File: src/rtl/loom_clk_pkg.sv
// Shared opcode, state and halt-cause encodings for the loom clock controller.
package loom_clk_pkg;

    typedef enum logic [1:0] {
        OpStop = 2'd0,
        OpRun  = 2'd1,
        OpStep = 2'd2,
        OpClr  = 2'd3
    } op_e;

    typedef enum logic [1:0] {
        StIdle = 2'd0,
        StRun  = 2'd1,
        StStep = 2'd2
    } state_e;

    typedef enum logic [1:0] {
        CauseNone     = 2'd0,
        CauseCmdStop  = 2'd1,
        CauseStepDone = 2'd2,
        CauseBreak    = 2'd3
    } cause_e;

endpackage

File: src/rtl/loom_clk_ctrl.sv
// Run/stop/single-step controller producing a registered clock enable for a gating cell,
// with halt-cause reporting and an enabled-cycle counter.
module loom_clk_ctrl
    import loom_clk_pkg::*;
#(
    parameter int unsigned CountWidth = 32,
    parameter int unsigned CycleWidth = 64
) (
    input  logic                  clk_i,
    input  logic                  rst_ni,
    input  logic                  cmd_valid_i,
    output logic                  cmd_ready_o,
    input  logic [1:0]            cmd_op_i,
    input  logic [CountWidth-1:0] cmd_count_i,
    input  logic                  stop_req_i,
    output logic                  ce_o,
    output logic                  running_o,
    output logic                  done_o,
    output logic [1:0]            cause_o,
    output logic                  err_o,
    output logic [CountWidth-1:0] remaining_o,
    output logic [CycleWidth-1:0] cycle_count_o
);

    state_e                state_q, state_d;
    cause_e                cause_q, cause_d, halt_cause;
    logic                  halt;
    logic                  ce_q, ce_d;
    logic                  done_q, done_d;
    logic                  err_q, err_d;
    logic [CountWidth-1:0] remaining_q, remaining_d;
    logic [CycleWidth-1:0] cycle_q, cycle_d;
    op_e                   op;

    assign op          = op_e'(cmd_op_i);
    assign cmd_ready_o = 1'b1;

    always_ff @(posedge clk_i) begin
        if (!rst_ni) begin
            state_q <= StIdle;
        end else begin
            state_q <= state_d;
        end
    end

    // Halt causes are resolved here so BREAK beats CMD_STOP beats STEP_DONE.
    always_comb begin
        state_d    = state_q;
        halt       = 1'b0;
        halt_cause = CauseNone;
        unique case (state_q)
            StIdle: begin
                if (cmd_valid_i) begin
                    if (op == OpRun) begin
                        state_d = StRun;
                    end else if (op == OpStep && cmd_count_i != '0) begin
                        state_d = StStep;
                    end
                end
            end
            StRun, StStep: begin
                halt = 1'b1;
                if (stop_req_i) begin
                    halt_cause = CauseBreak;
                end else if (cmd_valid_i && op == OpStop) begin
                    halt_cause = CauseCmdStop;
                end else if (state_q == StStep && remaining_q == CountWidth'(1)) begin
                    halt_cause = CauseStepDone;
                end else begin
                    halt = 1'b0;
                end
                if (halt) begin
                    state_d = StIdle;
                end
            end
            default: state_d = StIdle;
        endcase
    end

    always_comb begin
        ce_d        = (state_d != StIdle);
        done_d      = halt;
        err_d       = 1'b0;
        cause_d     = halt ? halt_cause : cause_q;
        remaining_d = remaining_q;
        cycle_d     = cycle_q + CycleWidth'(ce_q);
        if (state_q == StIdle) begin
            if (cmd_valid_i) begin
                if (op == OpStep) begin
                    if (cmd_count_i == '0) begin
                        done_d  = 1'b1;
                        cause_d = CauseStepDone;
                    end else begin
                        remaining_d = cmd_count_i;
                    end
                end else if (op == OpClr) begin
                    cycle_d = '0;
                    cause_d = CauseNone;
                end
            end
        end else begin
            err_d = cmd_valid_i && (op != OpStop);
            if (halt) begin
                remaining_d = '0;
            end else if (state_q == StStep) begin
                remaining_d = remaining_q - CountWidth'(1);
            end
        end
    end

    always_ff @(posedge clk_i) begin
        if (!rst_ni) begin
            ce_q        <= 1'b0;
            done_q      <= 1'b0;
            err_q       <= 1'b0;
            cause_q     <= CauseNone;
            remaining_q <= '0;
            cycle_q     <= '0;
        end else begin
            ce_q        <= ce_d;
            done_q      <= done_d;
            err_q       <= err_d;
            cause_q     <= cause_d;
            remaining_q <= remaining_d;
            cycle_q     <= cycle_d;
        end
    end

    assign ce_o          = ce_q;
    assign running_o     = (state_q != StIdle);
    assign done_o        = done_q;
    assign err_o         = err_q;
    assign cause_o       = cause_q;
    assign remaining_o   = remaining_q;
    assign cycle_count_o = cycle_q;

endmodule

File: config.mk
export PLATFORM = sky130hd
export DESIGN_NAME = loom_clk_ctrl
export DESIGN_NICKNAME = d
export VERILOG_FILES = /design/src/rtl/loom_clk_pkg.sv /design/src/rtl/loom_clk_ctrl.sv
export SDC_FILE = /design/constraint.sdc
export NUM_CORES = 1
export LEC_CHECK = 0
export CAP_MARGIN = 20
export CORE_MARGIN = 3
export CORE_UTILIZATION = 49
export CTS_BUF_LIST = sky130_fd_sc_hd__clkbuf_16
export DETAILED_ROUTE_END_ITERATION = 7
export GPL_TIMING_DRIVEN = 0
export PLACE_DENSITY = 0.91
export RECOVER_POWER = 50
export SETUP_SLACK_MARGIN = 0.02
export SYNTH_ARGS = -nofsm -noshare
export SYNTH_HDL_FRONTEND = slang
export SYNTH_SLANG_ARGS = --single-unit
File: constraint.sdc
create_clock -name clk_i -period 2.8 [get_ports clk_i]
set_input_delay 0.56 -clock clk_i [delete_from_list [all_inputs] [get_ports clk_i]]
set_output_delay 0.56 -clock clk_i [all_outputs]
set_load 0.03 [all_outputs]
== After elaboration in Yosys (flattened, before gate mapping) ==
Cells that the tools add are included.

* Bits of input ports: 38
* Bits in registers: 103
* Output and inout port bits: 103

* Multiplexer cells: 34
* Equality and inequality tests: 9
* Bitwise operators: 1
* Reductions and logical operators: 15
* Add/subtract/negate cells: 2

{| class="wikitable"
|+ Operator list
! operator !! number
|-
| $mux 64 || 4
|-
| $mux 32 || 6
|-
| $add 64x1->64 || 1
|-
| $eq 32x1->1 const B || 1
|-
| $logic_not 32->1 || 1
|-
| $reduce_bool 32->1 || 1
|-
| $sub 32x1->32 const B || 1
|-
| $mux 2 || 14
|-
| $mux 1 || 9
|-
| $eq 2x2->1 const B || 3
|-
| $reduce_bool 2->1 || 3
|-
| $eq 2x1->1 const B || 2
|-
| $logic_and 1x1->1 || 4
|-
| $logic_not 2->1 || 2
|-
| $ne 2x2->1 const B || 2
|-
| $pmux 2 s2 || 1
|-
| $reduce_and 4->1 || 1
|-
| $reduce_or 2->1 || 2
|-
| $reduce_bool 3->1 || 1
|-
| $ne 2x1->1 const B || 1
|-
| $not 1->1 || 1
|}

== Longest topological paths before layout ==
Gate-level depths: netlist of the first run.

* Depth in word-level cells: 12
* Mapped depth: 9
* Depth with buffers taken out: 8

== Worst setup path after synthesis of the first run ==
OpenSTA, ideal clock, no wires.

* Kind: register to register
* Start: register cycle_q[30], in the netlist cycle_count_o[30]
* End: register cycle_q[47], in the netlist cycle_count_o[47]
* Setup slack: 0.130 ns
* Period minus slack after synthesis: 2.670 ns
* Cell stages (with the launch flop): 10
* Data arrival time: 2.542 ns
* Buffers on the path: 3
* Setup time: 0.128 ns
* Cells stage by stage: dfxtp_1 nand4_2 or4_1 clkbuf_2 or3_1 buf_2 buf_6 nor4_1 xnor2_1 nor2_1

* Word-level cells in the longest chain between the ends: 5

{| class="wikitable"
|+ RTL lines
! item !! line !! source
|-
| from (decl) || loom_clk_ctrl.sv:32 || <nowiki>logic [CycleWidth-1:0] cycle_q, cycle_d;</nowiki>
|-
| from (signal assigned) || loom_clk_ctrl.sv:125 || <nowiki>cycle_q <= cycle_d;</nowiki>
|-
| $add 64x1->64 (*) || loom_clk_ctrl.sv:86 || <nowiki>cycle_d = cycle_q + CycleWidth'(ce_q);</nowiki>
|-
| $mux 64 || loom_clk_ctrl.sv:96 || <nowiki>end else if (op == OpClr) begin</nowiki>
|-
| $mux 64 || loom_clk_ctrl.sv:89 || <nowiki>if (op == OpStep) begin</nowiki>
|-
| $mux 64 || loom_clk_ctrl.sv:88 || <nowiki>if (cmd_valid_i) begin</nowiki>
|-
| $mux 64 (*) || loom_clk_ctrl.sv:87 || <nowiki>if (state_q == StIdle) begin</nowiki>
|}

Mark *: on every way between the ends. The rest lies on a longest branch, timed or not.
A chain may end at the register's enable or synchronous reset.

== Final worst setup path of the first run ==
* Start: input port cmd_valid_i
* End: register remaining_q[4], in the netlist remaining_o[4]

* Word-level cells in the longest chain between the ends: 7
* Elaborated cells on any way between the ends: 10

{| class="wikitable"
|+ RTL lines
! item !! line !! source
|-
| from (decl) || loom_clk_ctrl.sv:11 || <nowiki>input logic cmd_valid_i,</nowiki>
|-
| $logic_and 1x1->1 || loom_clk_ctrl.sv:65 || <nowiki>end else if (cmd_valid_i && op == OpStop) begin</nowiki>
|-
| $mux 1 || loom_clk_ctrl.sv:65 ||
|-
| $mux 1 || loom_clk_ctrl.sv:63 || <nowiki>if (stop_req_i) begin</nowiki>
|-
| $mux 1 (2 in series) || loom_clk_ctrl.sv:51 || <nowiki>unique case (state_q)</nowiki>
|-
| $reduce_bool 3->1 (no line) or $mux 32 (tied branches) || -- ||
|-
| $reduce_and 4->1 (no line) or $mux 32 (tied branches) || -- ||
|-
| to (signal assigned) || loom_clk_ctrl.sv:124 || <nowiki>remaining_q <= remaining_d;</nowiki>
|-
| to (decl) || loom_clk_ctrl.sv:31 || <nowiki>logic [CountWidth-1:0] remaining_q, remaining_d;</nowiki>
|}

Parallel ways exist; a longest one is shown, timed or not. The select of a mux whose other input is x is not followed.

==> results of run 1 <==
cell type report:
type	count	area, um2
fill	802	3080
buffer	32	154
sequential	103	2060
clock inverter	7	80.1
multi-input combinational	525	3240
inverter	22	82.6
clock buffer	9	225
timing repair buffer	148	1460
tap	136	170
cells in the mapped netlist, drive strengths merged (2+ instances only):
library cell	number
clkbuf	25
nand4	17
dfxtp	103
or2	2
a32oi	8
nand3	34
o31a	2
ha	7
nor4	37
xor2	18
and3	17
a311oi	2
and4	5
or4	7
a21oi	22
inv	21
o22ai	6
or3	16
o31ai	5
o2bb2ai	6
and2	6
a32o	5
nand2b	2
o41ai	2
o21ai	40
a22oi	5
a22o	14
a211oi	5
nand2	66
nor2	83
buf	6
xnor2	39
nor3	36
kinds of logic (layout without fill, tap and decap cells):
family                   count (synthesis)  in the layout  synth area share
other                                    1              1          0.000692
adder cells (fa/ha/maj)                  7              7            0.0162
AND/OR/NAND/NOR                        334            334             0.313
XOR/XNOR                                57             57            0.0922
AO/OA/AOI/OAI                          126            126             0.155
flip-flops                             103            103             0.381
buffers and inverters                   54            218            0.0425
power by group:
group / internal (mW) / leakage [nW] / switching, mW
combinational: 0.331 / 2.00 / 0.565
clock: 0.706 / 0.150 / 0.584
sequential: 1.52 / 0.835 / 0.0835
sequential cells by signal, indices dropped and copies added (netlist names):
name           flops
err_o              1
cause_o            2
cycle_count_o     64
remaining_o       32
done_o             1
state_q            2
ce_o               1
per-stage QoR:
stage / hold slack (ns) / setup slack [ns] / std cells
floorplan: 0.503 / 0.130 / 682
global route: 0.557 / -0.00207 / 982
detailed placement: 0.502 / -1.09 / 956
finish: 0.521 / 0.0794 / 982
global placement: 0.483 / -1.04 / 956
CTS: 0.524 / 0.0278 / 974
routing by layer:
metal,up-vias,track usage
met4,0,0.0770
met5,-,0
li1,2803,-
met1,2775,0.367
met3,43,0.0562
met2,409,0.440
final timing paths:
check | end | startpoint | cells past startpoint | slack [ns]
worst max register to register | remaining_o[15] | remaining_o[6] | 8 | 0.08
worst min-delay path | cycle_count_o[22] | cycle_count_o[22] | 2 | 0.52
worst min register to register | cycle_count_o[22] | cycle_count_o[22] | 2 | 0.52
worst max-delay path | remaining_o[4] | cmd_valid_i | 8 | 0.08
timing repair:
action,4_1_cts,5_1_grt
pin swaps,3,4
gates cloned,0,0
gates resized for setup,14,14
setup endpoints to repair,55,40
buffers inserted,2,8
tightest hold or removal path: stages, from the launching register on:
cell                      delay, ns
sky130_fd_sc_hd__dfxtp_1       0.33
sky130_fd_sc_hd__o21ai_0       0.08
sky130_fd_sc_hd__a21oi_1       0.07
==> results.yml, run 1 <==
status:
  run_status: "finished clean"
placed_design:
  dpl_wire_length_um: 12700
  placedInstanceArea_mm2: 0.00697
  portBuffers: 138
  routabilityCongestion: 0.967
yosys:
  ys_ff_latch: 103
  seq_area_frac_synth: 0.381
  syn_nets: 727
  synth_top_area_share: 0.381
  mappedNetlistArea_mm2: 0.00542
  synth_area_leader_cell: "sky130_fd_sc_hd__dfxtp_1"
  synthCells: 682
  synth_flop_cell: "sky130_fd_sc_hd__dfxtp_1"
  synth.top_cells.by_area: "sky130_fd_sc_hd__dfxtp_1, sky130_fd_sc_hd__xnor2_1, sky130_fd_sc_hd__nor2_1"
  ys.warnings.count: 0
  avgSynthCellArea_um2: 7.94
  ys_types: 54
  synth_enable_flop_cells: 0
  postSynth.asyncResetShare: 0
global_routing:
  globalRouteOverflowTotal: 0
  grt_first_pass_wirelength_um: 27900
  vias_in_the_first_global_route: 5559
  grtUsageTotal: 0.271
  antenna_violations_before_repair: 0
  grt_start_max_net_pins: 19
die:
  design.portCount: 141
  core_area_mm2: 0.0106
  std_cell_rows: 37
  chipHeight_um: 111
  fp.dieArea_mm2: 0.0124
  fp.dieW_um: 111
  floorplan.initialDensity: 0.513
run:
  cap_violations: 0
route:
  wl_met2_um: 8070
  met1Wirelength_um: 7200
  vias_per_cell: 6.14
  highest-signal-layer: "met4"
  initialDrtViolationCount: 665
  route.detailed.drc: 0
  finalWirelength_um: 17600
  wl_per_cell_um: 17.9
  ant_nets: 0
  detailroute.via_count: 6030
  met3_wirelength_um: 1930
  detailedRoute.firstPassIterationCount: 6
critical_path:
  critPathBufInv: 3
  critical_path_peak_fanout: 10
  timing.critical_path.from_type: "primary input"
  max_stage_delay_ns: 0.52
  worst-setup-path-type: "in -> reg"
  crit_required_ns: 3.06
  worst-endpoint-arrival_ns: 2.98
  kind_of_capture_point_of_the_worst_setup_path: "flip-flop"
  list_of_cells_traversed_by_the_critical_path: "clkdlybuf4s50_1 > or3b_2 > a21oi_2 > or3_1 > clkbuf_1 > nand3_1 > clkbuf_2 > o22ai_1"
  crit_family: "buffers and inverters"
  worst_path_max_delay_cell: "sky130_fd_sc_hd__clkdlybuf4s50_1"
cts:
  ctsHoldBuffers: 0
  numClockSinks: 103
  cts_htree_levels: 3
  clk-insertion-delay-late_ns: 0.34
  cts_tree: "built"
  cts.root.buffer_cell: "sky130_fd_sc_hd__clkbuf_16"
  cts.path.max_buffers: 2
  path_clk_slew_ns: 0.07
  cts-buffers-inserted: 9
layout:
  final_common_cell: "sky130_fd_sc_hd__dfxtp_1"
  design_area_mm2: 0.00747
  num-nets-final: 886
  inserted_diodes: 0
  synthToLayoutAreaGrowth_pct: 38.0
  final_cell_mix: "sky130_fd_sc_hd__dfxtp_1, sky130_fd_sc_hd__dlygate4sd3_1, sky130_fd_sc_hd__nor2_1, sky130_fd_sc_hd__nand2_1, sky130_fd_sc_hd__clkdlybuf4s50_1"
  drive_gt1_frac: 0.0721
  utilization: 0.708
sta:
  min_period_ns: 2.72
  pin_slew_with_the_least_headroom_to_its_limit_ns: 0.719
  period_share: 0.972
  max_freq_mhz: 368
  fin_worst_skew_ns: 0.0105
  final_hold_viol_count: 0
  setup_repair_after_global_routing_missed_its_margin: "true"
  setup_violations: 0
  slew_headroom: 0.520
  setup_tns_ns: 0
  slew_violations: 0
pwr:
  totalPowerFinal_mw: 3.79
  vdd.ir_drop.worst_v: 0.000395
  cellLeakagePower_nw: 2.98
  power_density_mw_per_mm2: 507
hold_path:
  worstHoldPathType: "reg -> reg"
Power figures use the tool's default switching activity.
==> inputs of run 2 (changes only) <==
==> constraint.sdc (replaced) <==
create_clock -name clk_i -period 2.6 [get_ports clk_i]
set_input_delay 0.52 -clock clk_i [delete_from_list [all_inputs] [get_ports clk_i]]
set_output_delay 0.52 -clock clk_i [all_outputs]
set_load 0.03 [all_outputs]
==> results.yml, run 2 (synthesis results as in run 1) <==
status:
  run_status: "finished clean"
sta:
  setup_violations: 0
  post-route-worst-setup-slack_ns: 0.000119
  period_share: 1.00
  pin_slew_with_the_least_headroom_to_its_limit_ns: 0.764
  fin_worst_skew_ns: 0.0100
  min_period_ns: 2.60
  slew_headroom: 0.487
  final_hold_viol_count: 0
  max_freq_mhz: 385
  setup_repair_after_global_routing_missed_its_margin: "true"
  slew_violations: 0
layout:
  final_cell_mix: "sky130_fd_sc_hd__dfxtp_1, sky130_fd_sc_hd__dlygate4sd3_1, sky130_fd_sc_hd__nor2_1, sky130_fd_sc_hd__nand2_1, sky130_fd_sc_hd__clkdlybuf4s50_1"
  largest_register_ffs: 64
  final_common_cell: "sky130_fd_sc_hd__dfxtp_1"
  inserted_diodes: 0
  synthToLayoutAreaGrowth_pct: 45.5
  drive_gt1_frac: 0.135
  num-nets-final: 900
cts:
  cts_tree: "built"
  ctsHoldBuffers: 0
  path_clk_slew_ns: 0.08
  cts.root.buffer_cell: "sky130_fd_sc_hd__clkbuf_16"
  cts-buffers-inserted: 9
  cts_htree_levels: 3
  cts.path.max_buffers: 2
  numClockSinks: 103
  clk-insertion-delay-late_ns: 0.34
critical_path:
  crit_required_ns: 2.83
  critPathBufInv: 3
  crit_family: "compound AO/OA/AOI/OAI gates"
  max_stage_delay_ns: 0.43
  critical_path_peak_fanout: 4
  kind_of_capture_point_of_the_worst_setup_path: "flip-flop"
  worst-setup-path-type: "in -> reg"
  timing.critical_path.from_type: "primary input"
  list_of_cells_traversed_by_the_critical_path: "clkdlybuf4s50_1 > nor4_1 > nand2_1 > o41ai_4 > buf_4 > o31a_1 > buf_6 > nor2_1 > a311oi_1"
  regToRegSetupSlack_ns: 0.0001
  worst-endpoint-arrival_ns: 2.83
  worst_path_max_delay_cell: "sky130_fd_sc_hd__clkdlybuf4s50_1"
pwr:
  power.combinational.fraction: 0.260
  share_clk_of_total_power: 0.317
  switching_power_mw: 1.38
  power.internal_mw: 2.71
  netSwitchingFraction: 0.339
  totalPowerFinal_mw: 4.09
  power_density_mw_per_mm2: 519
  power.sequential.fraction: 0.423
  vdd.ir_drop.worst_v: 0.000390
  cellLeakagePower_nw: 3.19
hold_path:
  worstHoldPathType: "reg -> reg"
die:
  std_cell_rows: 37
  design.portCount: 141
  chipHeight_um: 111
  floorplan.initialDensity: 0.513
  fp.dieArea_mm2: 0.0124
  core_area_mm2: 0.0106
  fp.dieW_um: 111
route:
  route.detailed.drc: 0
  wl_per_cell_um: 19.6
  detailroute.via_count: 6413
  vias_per_cell: 6.44
  finalWirelength_um: 19500
  detailedRoute.firstPassIterationCount: 7
  ant_nets: 0
  initialDrtViolationCount: 839
global_routing:
  vias_in_the_first_global_route: 5783
  grt-busiest-layer: "met2"
  met2_usage: 0.463
  globalRouteOverflowTotal: 0
  use_met3: 0.0600
  grt_start_max_net_pins: 19
  antenna_violations_before_repair: 0
  grt_first_pass_wirelength_um: 29200
  met1_usage: 0.366
  grtUsageTotal: 0.285
run:
  cap_violations: 0
placed_design:
  dp_slack_ns: -1.27
  portBuffers: 138
  dpl_wire_length_um: 12800
  routabilityCongestion: 0.973
-- run 2: cell types whose count changed in the layout (fill, tap and decap cells not counted), sizes merged, moves of 2 or more --
| cell | before | now |
|---|---|---|
| buf | 16 | 35 |
| clkbuf | 34 | 29 |
| clkdlybuf4s50 | 42 | 49 |
| clkinvlp | 0 | 2 |
| dlygate4sd3 | 96 | 84 |
| dlymetal6s2s | 0 | 5 |
-- run 2: metrics by stage --
stage / hold slack [ns] / util / setup TNS [ns] / cells / instance area (um2)
after floorplan: 0.503 / - / 0 / 682 / 5430
after global placement: 0.492 / 0.662 / -32.28 / 956 / 6990
after detailed placement: 0.500 / 0.662 / -34.39 / 957 / 6990
after CTS: 0.510 / 0.715 / 0 / 982 / 7540
after global routing: 0.540 / 0.747 / -0.132 / 996 / 7880
final: 0.526 / 0.747 / 0 / 996 / 7880
-- run 2: cell type report --
type / instances / area [um2]
flip-flops and latches: 103 / 2080
repair buffers: 163 / 1600
well taps: 136 / 170
fillers: 708 / 2670
multi-input cells: 525 / 3480
plain buffers: 31 / 176
inverters: 22 / 82.6
clock inverters: 7 / 58.8
clock buffers: 9 / 225
-- run 2: path summary, 6_finish.rpt --
check | from | to | cells past startpoint
setup reg to reg | remaining_o[6] | remaining_o[15] | 8
hold reg to reg | cycle_count_o[63] | cycle_count_o[63] | 2
hold / removal | cycle_count_o[63] | cycle_count_o[63] | 2
setup / recovery | cmd_count_i[27] | remaining_o[1] | 9
-- run 2: power by group through the flow --
| stage | logic, mW | registers [mW] | clock network, mW |
|---|---|---|---|
| after detailed placement | 0.913 | 1.75 | 0 |
| after CTS | 0.973 | 1.72 | 1.30 |
| after global routing | 1.11 | 1.74 | 1.35 |
| after global placement | 0.905 | 1.75 | 0 |
| after floorplan | 0.466 | 1.84 | 0 |
| final | 1.06 | 1.73 | 1.30 |
-- run 2: layer usage --
layer  part of all wire  up-vias
met1               0.38     2942
met5                  0        -
met4              0.042        0
met2               0.46      536
li1                   -     2837
met3               0.12       98
-- run 2: what timing repair did --
| item | 4_1_cts | 5_1_grt |
|---|---|---|
| resized for setup | 38 | 55 |
| pin swaps | 7 | 19 |
| setup buffers | 9 | 14 |
| gates cloned | 0 | 1 |
| endpoints found under the setup margin | 63 | 57 |
| hold endpoints to repair | 0 | 0 |
-- run 2: worst reg2reg max path, delay by kind of cell, from the launching register on --
| kind | cells | cell delay, ns |
|---|---|---|
| flops | 1 | 0.40 |
| simple gates | 4 | 1.29 |
| buf+inv | 2 | 0.40 |
| compound gates | 2 | 0.40 |
